## config.mk

```make
export PLATFORM = sky130hd
export DESIGN_NAME = tl_uart_tx
export DESIGN_NICKNAME = d
export VERILOG_FILES = /design/src/rtl/tl_uart_tx_pkg.sv /design/src/rtl/tl_uart_tx_sync_fifo.sv /design/src/rtl/tl_uart_tx.sv
export SDC_FILE = /design/constraint.sdc
export NUM_CORES = 1
export LEC_CHECK = 0
export CORE_ASPECT_RATIO = 1.25
export CORE_UTILIZATION = 50
export CTS_CLUSTER_DIAMETER = 200
export DETAILED_ROUTE_END_ITERATION = 8
export PLACE_DENSITY_LB_ADDON = 0.25
export SETUP_SLACK_MARGIN = 0.02
export SYNTH_ARGS = -nofsm -noshare
export SYNTH_HDL_FRONTEND = slang
export SYNTH_HIERARCHICAL = 1
export SYNTH_SLANG_ARGS = --single-unit
export TNS_END_PERCENT = 100
```

## constraint.sdc

```tcl
create_clock -name clock -period 6.8 [get_ports clock]
set_clock_uncertainty 0.15 [all_clocks]
set_input_delay 1.36 -clock clock [delete_from_list [all_inputs] [get_ports clock]]
set_output_delay 1.36 -clock clock [all_outputs]
set_load 0.005 [all_outputs]
```

## src/rtl/tl_uart_tx_pkg.sv

```systemverilog
// Shared constants and bus payload types for the TileLink UART transmitter.
// Holds register indices, STATUS bit positions, the serial FSM state enum and TL-UL beats.
package tl_uart_tx_pkg;

  localparam int unsigned TL_ADDR_W = 32;
  localparam int unsigned TL_DATA_W = 32;
  localparam int unsigned TL_MASK_W = TL_DATA_W / 8;
  localparam int unsigned TL_SRC_W  = 4;
  localparam int unsigned TL_SIZE_W = 3;
  localparam int unsigned DIV_W     = 16;

  localparam logic [2:0] TL_PUT_FULL        = 3'd0;
  localparam logic [2:0] TL_PUT_PARTIAL     = 3'd1;
  localparam logic [2:0] TL_GET             = 3'd4;
  localparam logic [2:0] TL_ACCESS_ACK      = 3'd0;
  localparam logic [2:0] TL_ACCESS_ACK_DATA = 3'd1;

  // Register index as seen on a_address[3:2]
  localparam logic [1:0] UART_TXDATA = 2'd0;
  localparam logic [1:0] UART_STATUS = 2'd1;
  localparam logic [1:0] UART_DIV    = 2'd2;

  localparam int unsigned ST_BUSY      = 0;
  localparam int unsigned ST_FULL      = 1;
  localparam int unsigned ST_EMPTY     = 2;
  localparam int unsigned ST_OVF       = 3;
  localparam int unsigned ST_COUNT_LSB = 8;

  typedef enum logic [1:0] {
    UART_IDLE,
    UART_START,
    UART_DATA,
    UART_STOP
  } uart_state_e;

  typedef struct packed {
    logic                 a_valid;
    logic [2:0]           a_opcode;
    logic [2:0]           a_param;
    logic [TL_SIZE_W-1:0] a_size;
    logic [TL_SRC_W-1:0]  a_source;
    logic [TL_ADDR_W-1:0] a_address;
    logic [TL_MASK_W-1:0] a_mask;
    logic [TL_DATA_W-1:0] a_data;
  } tilelink_a;

  typedef struct packed {
    logic                 d_valid;
    logic [2:0]           d_opcode;
    logic [1:0]           d_param;
    logic [TL_SIZE_W-1:0] d_size;
    logic [TL_SRC_W-1:0]  d_source;
    logic                 d_error;
    logic [TL_DATA_W-1:0] d_data;
  } tilelink_d;

endpackage

```

## src/rtl/tl_uart_tx_sync_fifo.sv

```systemverilog
// Synchronous FIFO with show-ahead read data and registered full/empty flags.
// DEPTH must be a power of two so the pointers wrap naturally.
module tl_uart_tx_sync_fifo #(
  parameter int unsigned WIDTH = 8,
  parameter int unsigned DEPTH = 8
) (
  input  logic                     clk,
  input  logic                     rst_n,
  input  logic                     push,
  input  logic [WIDTH-1:0]         push_data,
  input  logic                     pop,
  output logic [WIDTH-1:0]         pop_data,
  output logic                     full,
  output logic                     empty,
  output logic [$clog2(DEPTH):0]   count
);

  localparam int unsigned PTR_W = $clog2(DEPTH);
  localparam int unsigned CNT_W = PTR_W + 1;

  logic [WIDTH-1:0] mem_q [DEPTH];
  logic [PTR_W-1:0] wr_ptr_q, wr_ptr_d, rd_ptr_q, rd_ptr_d;
  logic [CNT_W-1:0] count_q, count_d;
  logic             full_q, full_d, empty_q, empty_d;
  logic             do_push, do_pop;

  always_comb begin
    do_push  = push && !full_q;
    do_pop   = pop && !empty_q;
    wr_ptr_d = wr_ptr_q + PTR_W'(do_push);
    rd_ptr_d = rd_ptr_q + PTR_W'(do_pop);
    count_d  = count_q + CNT_W'(do_push) - CNT_W'(do_pop);
    full_d   = (count_d == CNT_W'(DEPTH));
    empty_d  = (count_d == '0);
  end

  always_ff @(posedge clk or negedge rst_n) begin
    if (!rst_n) begin
      wr_ptr_q <= '0;
      rd_ptr_q <= '0;
      count_q  <= '0;
      full_q   <= 1'b0;
      empty_q  <= 1'b1;
    end else begin
      wr_ptr_q <= wr_ptr_d;
      rd_ptr_q <= rd_ptr_d;
      count_q  <= count_d;
      full_q   <= full_d;
      empty_q  <= empty_d;
    end
  end

  // Storage needs no reset; validity is tracked by the pointers
  always_ff @(posedge clk) begin
    if (do_push) mem_q[wr_ptr_q] <= push_data;
  end

  assign pop_data = mem_q[rd_ptr_q];
  assign full     = full_q;
  assign empty    = empty_q;
  assign count    = count_q;

endmodule

```

## src/rtl/tl_uart_tx.sv

```systemverilog
// TileLink-attached 8N1 UART transmitter: register decode, TX FIFO and bit-serial shifter.
// Responses are registered and appear one cycle after each selected A beat.
module tl_uart_tx
  import tl_uart_tx_pkg::*;
#(
  parameter logic [31:0]   addr_mask  = 32'hF000_0000,
  parameter logic [31:0]   addr_tag   = 32'h4000_0000,
  parameter int unsigned   fifo_depth = 8,
  parameter logic [15:0]   div_reset  = 16'd16
) (
  input  logic      clock,
  input  logic      reset_in_n,
  input  tilelink_a bus_tla,
  output tilelink_d bus_tld,
  output logic      tx,
  output logic      tx_busy
);

  localparam int unsigned CNT_W = $clog2(fifo_depth) + 1;

  logic                 sel, is_get, is_put, txdata_wr, push, pop;
  logic [1:0]           idx;
  logic                 fifo_full, fifo_empty;
  logic [CNT_W-1:0]     fifo_count;
  logic [7:0]           fifo_rdata, count8;
  logic [TL_DATA_W-1:0] rdata;
  logic [DIV_W-1:0]     div_q, div_d, div_m1;
  logic                 ovf_q, ovf_d;
  tilelink_d            resp_q, resp_d;
  uart_state_e          state_q, state_d;
  logic [2:0]           bit_q, bit_d;
  logic [DIV_W-1:0]     timer_q, timer_d, reload_q, reload_d;
  logic [7:0]           shift_q, shift_d;
  logic                 tx_q, tx_d, busy_q, busy_d;
  logic                 unused_tla;

  assign unused_tla = ^{bus_tla.a_param, bus_tla.a_mask[3:2], bus_tla.a_data[31:16]};

  tl_uart_tx_sync_fifo #(.WIDTH(8), .DEPTH(fifo_depth)) u_fifo (
    .clk       (clock),
    .rst_n     (reset_in_n),
    .push      (push),
    .push_data (bus_tla.a_data[7:0]),
    .pop       (pop),
    .pop_data  (fifo_rdata),
    .full      (fifo_full),
    .empty     (fifo_empty),
    .count     (fifo_count)
  );

  // Bus decode, register writes and D-channel response
  always_comb begin
    sel       = bus_tla.a_valid && ((bus_tla.a_address & addr_mask) == addr_tag);
    idx       = bus_tla.a_address[3:2];
    is_get    = (bus_tla.a_opcode == TL_GET);
    is_put    = (bus_tla.a_opcode == TL_PUT_FULL) || (bus_tla.a_opcode == TL_PUT_PARTIAL);
    txdata_wr = sel && is_put && (idx == UART_TXDATA) && bus_tla.a_mask[0];
    push      = txdata_wr && !fifo_full;
    count8    = (32'(fifo_count) > 32'd255) ? 8'hFF : 8'(fifo_count);

    rdata = '0;
    if (idx == UART_STATUS) begin
      rdata[ST_BUSY]             = busy_q;
      rdata[ST_FULL]             = fifo_full;
      rdata[ST_EMPTY]            = fifo_empty;
      rdata[ST_OVF]              = ovf_q;
      rdata[ST_COUNT_LSB +: 8]   = count8;
    end else if (idx == UART_DIV) begin
      rdata = TL_DATA_W'(div_q);
    end

    div_d = div_q;
    if (sel && is_put && (idx == UART_DIV)) begin
      if (bus_tla.a_mask[0]) div_d[7:0]  = bus_tla.a_data[7:0];
      if (bus_tla.a_mask[1]) div_d[15:8] = bus_tla.a_data[15:8];
    end

    // Overflow set wins over a same-cycle clear from a STATUS read
    ovf_d = ovf_q;
    if (sel && is_get && (idx == UART_STATUS)) ovf_d = 1'b0;
    if (txdata_wr && fifo_full)                ovf_d = 1'b1;

    resp_d = '0;
    if (sel) begin
      resp_d.d_valid  = 1'b1;
      resp_d.d_size   = bus_tla.a_size;
      resp_d.d_source = bus_tla.a_source;
      if (is_get) begin
        resp_d.d_opcode = TL_ACCESS_ACK_DATA;
        resp_d.d_data   = rdata;
      end else begin
        resp_d.d_opcode = TL_ACCESS_ACK;
        resp_d.d_error  = !is_put;
      end
    end
  end

  assign div_m1 = (div_q == '0) ? '0 : div_q - 16'd1;

  // Serial FSM; the divisor is latched into reload at each frame start
  always_comb begin
    state_d  = state_q;
    bit_d    = bit_q;
    timer_d  = timer_q;
    reload_d = reload_q;
    shift_d  = shift_q;
    pop      = 1'b0;
    case (state_q)
      UART_IDLE: begin
        if (!fifo_empty) begin
          pop      = 1'b1;
          shift_d  = fifo_rdata;
          timer_d  = div_m1;
          reload_d = div_m1;
          state_d  = UART_START;
        end
      end
      UART_START: begin
        if (timer_q == '0) begin
          timer_d = reload_q;
          bit_d   = 3'd0;
          state_d = UART_DATA;
        end else begin
          timer_d = timer_q - 16'd1;
        end
      end
      UART_DATA: begin
        if (timer_q == '0) begin
          timer_d = reload_q;
          if (bit_q == 3'd7) begin
            state_d = UART_STOP;
          end else begin
            bit_d   = bit_q + 3'd1;
            shift_d = {1'b0, shift_q[7:1]};
          end
        end else begin
          timer_d = timer_q - 16'd1;
        end
      end
      default: begin
        if (timer_q == '0) begin
          if (!fifo_empty) begin
            pop      = 1'b1;
            shift_d  = fifo_rdata;
            timer_d  = div_m1;
            reload_d = div_m1;
            state_d  = UART_START;
          end else begin
            state_d = UART_IDLE;
          end
        end else begin
          timer_d = timer_q - 16'd1;
        end
      end
    endcase

    case (state_d)
      UART_START: tx_d = 1'b0;
      UART_DATA:  tx_d = shift_d[0];
      default:    tx_d = 1'b1;
    endcase
    busy_d = (state_d != UART_IDLE) || push || (fifo_count != CNT_W'(pop));
  end

  always_ff @(posedge clock or negedge reset_in_n) begin
    if (!reset_in_n) begin
      div_q    <= div_reset;
      ovf_q    <= 1'b0;
      resp_q   <= '0;
      state_q  <= UART_IDLE;
      bit_q    <= '0;
      timer_q  <= '0;
      reload_q <= '0;
      shift_q  <= '0;
      tx_q     <= 1'b1;
      busy_q   <= 1'b0;
    end else begin
      div_q    <= div_d;
      ovf_q    <= ovf_d;
      resp_q   <= resp_d;
      state_q  <= state_d;
      bit_q    <= bit_d;
      timer_q  <= timer_d;
      reload_q <= reload_d;
      shift_q  <= shift_d;
      tx_q     <= tx_d;
      busy_q   <= busy_d;
    end
  end

  assign bus_tld = resp_q;
  assign tx      = tx_q;
  assign tx_busy = busy_q;

endmodule
```

==> results.py, run 1 <==
metrics = {
    "outcome": {
        "outcome": "finished clean",
    },
    "timing": {
        "final-setup-viol-count": 0,
        "tightest_slew_ns": 1.28,
        "finalHoldViolations": 0,
        "final_max_slew_viol_count": 0,
        "finalCritPeriodShare": 0.700,
        "rsz0062_at_grt": "false",
        "setup_tns_ns": 0,
        "fmax_mhz": 210,
        "period_needed_ns": 4.76,
        "slew_headroom": 0.142,
    },
    "route": {
        "num_vias": 5826,
        "firstDrtPassIters": 4,
        "ant_nets": 0,
        "viasPerCell": 5.90,
        "drc_errors": 0,
        "wl_per_cell_um": 19.6,
        "drtIter0Drc": 365,
        "routed_wl_um": 19400,
    },
    "layout": {
        "nFillCells": 1295,
        "stdcell_count": 988,
        "diodes": 0,
        "drive_above_1_share": 0.128,
        "fin_area_sq_mm": 0.00972,
        "nets": 860,
        "syn_to_final_growth_pct": 15.1,
    },
    "worst_setup_path": {
        "cp_max_fo": 10,
        "cp_slowest_stage_delay_ns": 0.55,
        "worst_setup_path_end_kind": "flop",
        "crit_slowest_cell": "or4_4",
        "startpoint_type": "primary input",
        "crit_required_ns": 7.03,
        "critPathArrivalTime_ns": 4.98,
        "path_class": "primary input to flop",
        "crit_path_frequent_cell": "inv_1",
        "path_cells": "clkdlybuf4s50_1 > or4_4 > clkinv_1 > nand3_1 > nor4_1 > nor2b_1 > xor2_1 > ha_1 > inv_1 > fa_1 > inv_1 > or3_1 > and3b_1",
    },
    "clocking": {
        "cts_sinks": 166,
        "ctsHoldBuffers": 0,
        "cts_root_buf": "clkbuf_16",
        "cts_setup_buffers": 0,
        "cts_max_path_buffers": 2,
        "clk_latency_ns": 0.44,
        "cts_tree": "built",
        "numCtsBuffers": 17,
        "path_clk_slew_ns": 0.07,
        "h-tree-depth": 4,
        "cts-resized-gates": 0,
    },
    "worst_hold_path": {
        "hold_class": "flop to flop",
    },
    "synth": {
        "synth_commonest_cells": "dfrtp_1 (99), edfxtp_1 (64), nand2_1 (58)",
        "synth_most_common_cell": "dfrtp_1",
        "ys_seq_elements": 166,
        "yosys.area.top_type": "dfrtp_1",
        "synth.distinct_cells": 81,
        "async_flop_share": 0.614,
        "synth-edff-count": 64,
        "ys_warn_count": 6,
        "synth_area_leaders": "dfrtp_1 (29%), edfxtp_1 (23%), mux2_2 (2.9%), o21ai_0 (2.7%), nand2_1 (2.6%)",
        "synth_ff_type": "dfrtp_1",
        "syn-cell-area_sq_mm": 0.00844,
        "yosysSeqAreaShare": 0.531,
        "syn_area_per_cell_sq_um": 11.9,
        "netlist_instances": 709,
        "synth.top_cell.area_share": 0.294,
    },
    "floorplanning": {
        "start_util": 0.517,
        "die_w_um": 118,
        "fp.dieH_um": 147,
        "rows": 52,
        "die-area_sq_mm": 0.0174,
        "fp.coreArea_sq_mm": 0.0163,
        "io_pins": 132,
    },
    "job": {
        "maxCapViolCount": 0,
    },
    "placed_design": {
        "dp_cells": 956,
        "hpwl_um": 13200,
        "dpl_cell_area_sq_mm": 0.00913,
        "gp_congestion": 0.905,
        "io_buffers": 64,
    },
    "global_route": {
        "gr-usage-all-layers": 0.235,
        "grt_overflow": 0,
        "grt_max_degree": 56,
        "antenna_found_initial": 0,
        "grt_pass1_vias": 6015,
        "grt_pass1_wl_um": 31500,
    },
    "power": {
        "p_leak_nw": 3.92,
        "powerDensity_mw_per_mm2": 366,
        "ir_drop_v": 0.000209,
    },
}
-- area by class of cell --
class                           instances  area, sq um  share of cell area
Clock buffer                           18          429              0.0442
Sequential cell                       166         4480               0.461
Timing Repair Buffer                   70          683              0.0703
Multi-Input combinational cell        485         3630               0.373
Tap cell                              216          270              0.0278
Inverter                               19         71.3             0.00734
Clock inverter                         14          156              0.0161
-- worst max-delay path, delay by kind of cell --
family | cells | cell delay [ns]
AND/OR/NAND/NOR | 6 | 2.04
buffers and inverters | 4 | 0.68
adder cells (fa/ha/maj) | 2 | 0.70
XOR/XNOR | 1 | 0.21
-- state kept, by name, summed over array words and instances, names as in the netlist --
name             flops
u_fifo/mem_q        64
bus_tld             26
div_q               16
reload_q            16
timer_q             16
shift_q              8
u_fifo/count         4
bit_q                3
u_fifo/rd_ptr_q      3
u_fifo/wr_ptr_q      3
state_q              2
ovf_q                1
tx                   1
tx_busy              1
u_fifo/empty         1
u_fifo/full          1
-- metrics by stage --
stage	setup WS [ns]	util	hold WS, ns	power, W
6_report	2.04	0.595	0.338	0.00355
5_1_grt	1.78	0.595	0.367	0.00374
4_1_cts	2.06	0.595	0.339	0.00355
3_5_place_dp	1.65	0.559	0.324	0.00259
3_3_place_gp	1.74	0.559	0.309	0.00254
2_1_floorplan	2.47	-	0.295	0.00229
-- path summary, 6_finish.rpt --
path,startpoint,to,slack [ns],cells past startpoint
worst max-delay path,bus_tla[65],u_fifo/full,2.04,13
worst min-delay path,reload_q[14],reload_q[14],0.34,2
worst max register to register,timer_q[0],u_fifo/full,2.53,14
worst min register to register,reload_q[14],reload_q[14],0.34,2
max in group asynchronous,reset_in_n,bus_tld[42],4.59,2
min in group asynchronous,reset_in_n,reload_q[6],0.79,1
-- power by group --
part           internal [W]  switching (W)  total [W]
clock              0.000522       0.000439   0.000961
sequential          0.00116       0.000164    0.00133
combinational      0.000574       0.000691    0.00126
-- routing by layer --
| metal | wire [um] | GRT usage | vias to the layer above | part of all wire |
|---|---|---|---|---|
| li1 | - | - | 2714 | - |
| met1 | 7870 | 0.279 | 2916 | 0.41 |
| met2 | 10200 | 0.412 | 158 | 0.53 |
| met3 | 816 | 0.0485 | 38 | 0.042 |
| met4 | 507 | 0.101 | 0 | 0.026 |
| met5 | 0 | 0 | - | 0 |
-- cells by family (layout without fill, tap and decap cells) --
logic type | after synthesis | in the layout | synth area share
AOI/OAI and AO/OA | 161 | 161 | 0.132
xor gates and xnor gates | 25 | 25 | 0.0259
adders and majority gates | 17 | 17 | 0.0261
buffers and inverters | 77 | 121 | 0.0480
DFF | 166 | 166 | 0.531
muxes | 51 | 51 | 0.0958
other | 1 | 20 | 0.000444
and+or+nand+nor | 211 | 211 | 0.141
-- placed cells by master, fill, tap and decap left out, drive strengths merged, types with 20 or more instances in the layout --
| cell type | n |
|---|---|
| dfrtp | 99 |
| conb | 20 |
| inv | 26 |
| mux2 | 30 |
| clkdlybuf4s50 | 63 |
| nor3 | 26 |
| o21ai | 48 |
| nand3 | 20 |
| nand2 | 58 |
| nor2 | 31 |
| edfxtp | 64 |
Power figures use the tool's default switching activity.
==> run 2: changes to the inputs <==
==> constraint.sdc (replaced) <==
create_clock -name clock -period 4.85 [get_ports clock]
set_clock_uncertainty 0.15 [all_clocks]
set_input_delay 0.97 -clock clock [delete_from_list [all_inputs] [get_ports clock]]
set_output_delay 0.97 -clock clock [all_outputs]
set_load 0.005 [all_outputs]
==> results.py, run 2 (synthesis results as in run 1) <==
metrics = {
    "clocking": {
        "h-tree-depth": 4,
        "cts-resized-gates": 0,
        "path_clk_slew_ns": 0.07,
        "cts_sinks": 166,
        "cts_root_buf": "clkbuf_16",
        "ctsHoldBuffers": 0,
        "clk_latency_ns": 0.43,
        "numCtsBuffers": 17,
        "cts_setup_buffers": 0,
        "cts_max_path_buffers": 2,
        "cts_tree": "built",
    },
    "worst_setup_path": {
        "critPathArrivalTime_ns": 4.43,
        "cp_slowest_stage_delay_ns": 0.52,
        "path_cells": "inv_1 > ha_1 > nor4b_4 > and2_1 > a31oi_1 > nor2_1 > buf_4 > nor2b_1 > xor2_1 > ha_1 > inv_1 > fa_1 > inv_1 > or3_1 > and3b_1",
        "crit_path_frequent_cell": "inv_1",
        "startpoint_type": "flop",
        "crit_start": "timer_q[0]",
        "critPathTopFamily": "simple AND/OR/NAND/NOR gates",
        "crit_slowest_cell": "fa_1",
        "cp_max_fo": 8,
        "crit_required_ns": 5.07,
        "path_class": "flop to flop",
        "path_buf_inv": 4,
        "worst_setup_path_end_kind": "flop",
        "r2r-start": "timer_q[0]",
    },
    "global_route": {
        "grt_pass1_wl_um": 31600,
        "grt_max_degree": 77,
        "gr-usage-all-layers": 0.236,
        "antenna_found_initial": 0,
        "grt_overflow": 0,
        "grt_pass1_vias": 6160,
    },
    "timing": {
        "setup_tns_ns": 0,
        "slew_headroom": 0.355,
        "fmax_mhz": 238,
        "finalCritPeriodShare": 0.868,
        "final-setup-viol-count": 0,
        "tightest_slew_ns": 0.968,
        "final_max_slew_viol_count": 0,
        "rsz0062_at_grt": "false",
        "period_needed_ns": 4.21,
        "finalHoldViolations": 0,
        "holdWs_ns": 0.334,
    },
    "worst_hold_path": {
        "hold_start": "reload_q[12]",
        "hold_class": "flop to flop",
    },
    "route": {
        "viasPerCell": 5.95,
        "ant_nets": 0,
        "wl_per_cell_um": 19.5,
        "num_vias": 5920,
        "routed_wl_um": 19400,
        "drtIter0Drc": 451,
        "firstDrtPassIters": 5,
        "drc_errors": 0,
    },
    "layout": {
        "layout_commonest_cell": "dfrtp_1",
        "syn_to_final_growth_pct": 15.8,
        "final_cell_mix": "dfrtp_1 (99), edfxtp_1 (64), clkdlybuf4s50_1 (63)",
        "largest_reg_flops": 64,
        "nets": 867,
        "seqCellArea_sq_mm": 0.00448,
        "drive_above_1_share": 0.137,
        "diodes": 0,
        "multi_input_area_sq_mm": 0.00363,
        "max_flop_register": "u_fifo/mem_q",
        "fin_area_sq_mm": 0.00978,
        "nFillCells": 1310,
    },
    "placed_design": {
        "hpwl_um": 13300,
        "dpl_cell_area_sq_mm": 0.00918,
        "io_buffers": 64,
        "gp_congestion": 0.903,
    },
    "power": {
        "p_leak_nw": 3.96,
        "powerDensity_mw_per_mm2": 511,
        "ir_drop_v": 0.000311,
    },
    "job": {
        "maxCapViolCount": 0,
    },
    "floorplanning": {
        "fp.coreArea_sq_mm": 0.0163,
        "fp.dieH_um": 147,
        "start_util": 0.517,
        "rows": 52,
        "io_pins": 132,
        "die-area_sq_mm": 0.0174,
        "die_w_um": 118,
    },
    "outcome": {
        "outcome": "finished clean",
    },
}
run 2: changes by cell type in the layout (fill, tap and decap cells not counted), sizes merged:
cell	before	now
bufinv	1	0
clkbuf	18	17
clkinv	4	6
clkinvlp	2	1
inv	26	27
buf	7	14
run 2: worst register-to-register path: stages (launching register included):
cell     delay [ns]
dfrtp_1        0.45
inv_1          0.13
ha_1           0.20
nor4b_4        0.25
and2_1         0.36
a31oi_1        0.28
nor2_1         0.17
buf_4          0.15
nor2b_1        0.35
xor2_1         0.20
ha_1           0.19
inv_1          0.07
fa_1           0.52
inv_1          0.07
or3_1          0.39
and3b_1        0.22
run 2: routing by layer:
metal	GRT usage	vias up	share of wire
li1	-	2730	-
met1	0.278	2943	0.40
met2	0.411	199	0.51
met3	0.0458	48	0.051
met4	0.117	0	0.034
met5	0	-	0
run 2: path summary, 6_finish.rpt:
kind                                end  slack, ns  depth (start not counted)
setup / recovery            u_fifo/full       0.64                         15
hold / removal             reload_q[12]       0.33                          2
setup reg to reg            u_fifo/full       0.64                         15
hold reg to reg            reload_q[12]       0.33                          2
max in group asynchronous   reload_q[3]       3.07                          2
min in group asynchronous    timer_q[6]       0.53                          1
run 2: cell type report:
class                           instances  area share
Sequential cell                       166       0.458
Multi-Input combinational cell        485       0.371
Clock inverter                         15      0.0172
Clock buffer                           17      0.0435
Inverter                               19     0.00730
Timing Repair Buffer                   77      0.0753
Tap cell                              216      0.0276
run 2: metrics by stage:
step | instances | power, W | util | worst slack (ns)
floorplan | 728 | 0.00322 | - | 0.912
finish | 995 | 0.00500 | 0.599 | 0.641
CTS | 995 | 0.00500 | 0.599 | 0.676
detailed placement | 963 | 0.00364 | 0.562 | 0.249
global route | 995 | 0.00527 | 0.599 | 0.410
global placement | 963 | 0.00356 | 0.562 | 0.363
run 2: report_power, final:
part	leakage, nW	total (W)	switching (W)	internal [W]
registers	1.92	0.00188	0.000251	0.00163
clock network	0.289	0.00134	0.000648	0.000697
logic	1.76	0.00177	0.000962	0.000811
total	3.96	0.00500	0.00186	0.00314
==> run 3: changes to the inputs <==
--- a/config.mk
+++ b/config.mk
@@ -9,6 +9,7 @@
 export CORE_UTILIZATION = 50
 export CTS_CLUSTER_DIAMETER = 200
 export DETAILED_ROUTE_END_ITERATION = 8
+export GPL_ROUTABILITY_DRIVEN = 1
 export PLACE_DENSITY_LB_ADDON = 0.25
 export SETUP_SLACK_MARGIN = 0.02
 export SYNTH_ARGS = -nofsm -noshare
==> results of run 3 <==
No change in the layout: final DEF, timing and power equal those of run 2.
==> variant, RTL diff (flow settings as in run 2) <==
Reset style: synchronous (`reset_in_n` and `rst_n`), changed in 2 clocked blocks.
--- a/src/rtl/tl_uart_tx_sync_fifo.sv
+++ b/src/rtl/tl_uart_tx_sync_fifo.sv
@@ -34,7 +34,7 @@
     empty_d  = (count_d == '0);
   end
 
-  always_ff @(posedge clk or negedge rst_n) begin
+  always_ff @(posedge clk) begin
     if (!rst_n) begin
       wr_ptr_q <= '0;
       rd_ptr_q <= '0;
--- a/src/rtl/tl_uart_tx.sv
+++ b/src/rtl/tl_uart_tx.sv
@@ -162,7 +162,7 @@
     busy_d = (state_d != UART_IDLE) || push || (fifo_count != CNT_W'(pop));
   end
 
-  always_ff @(posedge clock or negedge reset_in_n) begin
+  always_ff @(posedge clock) begin
     if (!reset_in_n) begin
       div_q    <= div_reset;
       ovf_q    <= 1'b0;
Formal check against the unedited RTL: differs if reset_in_n is asserted again (counterexample within 4 cycles, from zero or initial values and one cycle with reset_in_n low); with reset_in_n held inactive, the same outputs for 4 cycles.
==> variant against run 2 <==
Sequential cell count is the same; setup slack gained 0.26 ns; final area shrank 3.6%; total power shrank 1.0%; synthesized cell count grew 11%; clock power shrank 4%; largest cell class unchanged; first-iteration DRC count grew 15%; highest routed layer unchanged; area after synthesis shrank 3.1%; routed wire length shrank 1.3%; die area shrank 3.1%.
==> variant: results (changes against run 2) <==
place:
  place_ws_ns: 0.530  # was 0.249 ns
  placedInstanceArea_um2: 8870  # was 9180 µm²
  place_congestion: 0.873  # was 0.903
  place_inst: 1027  # was 963
  dpl.hpwl_um: 13600  # was 13300 µm
  numPortBuffers: 64  # unchanged
clocking:
  h-tree-depth: 4  # unchanged
  clk_latency_ns: 0.43  # about the same
  post_cts_buffers: 0  # unchanged
  post_cts_resized: 0  # unchanged
  clk_pin_slew_ns: 0.06
  cts.path.max_buffers: 2  # unchanged
  root_buffer: "clkbuf_16"  # unchanged
  cts_buffers: 17  # unchanged
yosys:
  ys_top_cells_by_count: "102 x dfxtp_1, 81 x nand2_1, 68 x nor2_1, 64 x edfxtp_1, 51 x a21oi_1"  # was 99 x dfrtp_1, 64 x edfxtp_1, 58 x nand2_1, 46 x o21ai_0, 29 x nor2_1
  yosysSeqAreaShare_pct: 48.5  # was 53.1%
  synthArstFlopShare_pct: 0  # was 61.4%
  ys_top_cells_by_area: "dfxtp_1 25%, edfxtp_1 24%, nand2_1 3.7%"  # was dfrtp_1 29%, edfxtp_1 23%, mux2_2 2.9%
  synth_fa_ha_area_share_pct: 2.69  # was 2.61%
  yosys_warnings: 6  # unchanged
  synthFlopType: "dfxtp_1"  # was dfrtp_1
  synthXorXnorAreaFrac_pct: 2.36  # was 2.59%
  synthesis.instances: 785  # was 709
  synth_edf_count: 64  # unchanged
  synth_compound_area_share_pct: 14.0  # was 13.2%
  synth_mux_area_share_pct: 8.66  # was 9.58%
  ys_types: 81  # unchanged
global_routing:
  grt_use_total_pct: 23.8  # was 23.6%
  grt_pass1_wl_um: 30800  # was 31600 µm
  grt_max_degree: 39  # was 77
  first_global_vias: 6067  # was 6160
  grt_antenna_before_repair: 0  # unchanged
routing:
  wl_per_cell_um: 18.0  # was 19.5 µm
  vias_per_cell: 5.81  # was 5.95
  drt-initial-drc-count: 517  # was 451
  drt_pass1_iterations: 5  # unchanged
  wirelength_um: 19100  # was 19400 µm
setup_path:
  critPathArrivalTime_ns: 4.13  # was 4.43 ns
  cp_max_fo: 5  # was 8
layout:
  num-fill-cells: 1334  # was 1310
  drive_gt1_share_pct: 10.7  # was 13.7%
  top_register: "u_fifo/mem_q"  # unchanged
  diodes: 0  # unchanged
  largest_reg_flops: 64  # unchanged
  nets: 935  # was 867
power:
  p_leak_nw: 3.42  # was 3.96 nW
  ir_drop_mv: 0.396  # was 0.311 mV
min_path:
  hp-class: "reg2reg"  # unchanged
timing:
  relSlewSlack_pct: 38.6  # was 35.5%
outcome:
  outcome: "complete, no violations"  # unchanged
-- variant: worst paths after layout --
path / startpoint / end / slack (ns) / depth (start not counted)
worst min-delay path: reload_q[2] / reload_q[2] / 0.32 / 2
worst min register to register: reload_q[2] / reload_q[2] / 0.32 / 2
worst max register to register: timer_q[0] / u_fifo/full / 0.98 / 13
worst max-delay path: bus_tla[65] / u_fifo/full / 0.90 / 11
-- variant: final cells by class --
class,instances,area (µm²),area share [%]
Clock buffer,19,433,4.59
Clock inverter,13,121,1.29
Inverter,13,48.8,0.518
Multi-Input combinational cell,559,3860,40.9
Sequential cell,166,3960,42.0
Tap cell,212,265,2.81
Timing Repair Buffer,77,738,7.83
-- variant: critical path, stage by stage --
cell and delay [ns]:
clkdlybuf4s50_1 0.41, nor4_1 0.40, nand2b_1 0.13, nor4_1 0.32, nor2b_1 0.42, xor2_1 0.13, ha_1 0.24, fa_1 0.41
xor2_1 0.15, or3_1 0.34, nor4_1 0.20
-- variant: power by group --
part / total [mW] / switching (mW) / internal, mW
Clock: 1.28 / 0.565 / 0.712
Combinational: 1.93 / 1.11 / 0.821
Sequential: 1.74 / 0.160 / 1.58
Total: 4.95 / 1.84 / 3.11
-- variant: layer usage --
metal  global-route usage, %  up-vias  wire length, µm
met2                    42.0      204            10200
met4                    8.27        0              227
met1                    28.8     2959             7770
li1                        -     2965                -
met5                       0        -                0
met3                    3.97       20              957
-- variant: kinds of logic (layout without fill, tap and decap cells) --
logic type	after synthesis	in the layout
flops	166	166
fa+ha+maj	17	17
mux	41	41
simple gates	288	288
compound gates	171	171
buf+inv	79	122
other cells	1	20
xor+xnor	22	22
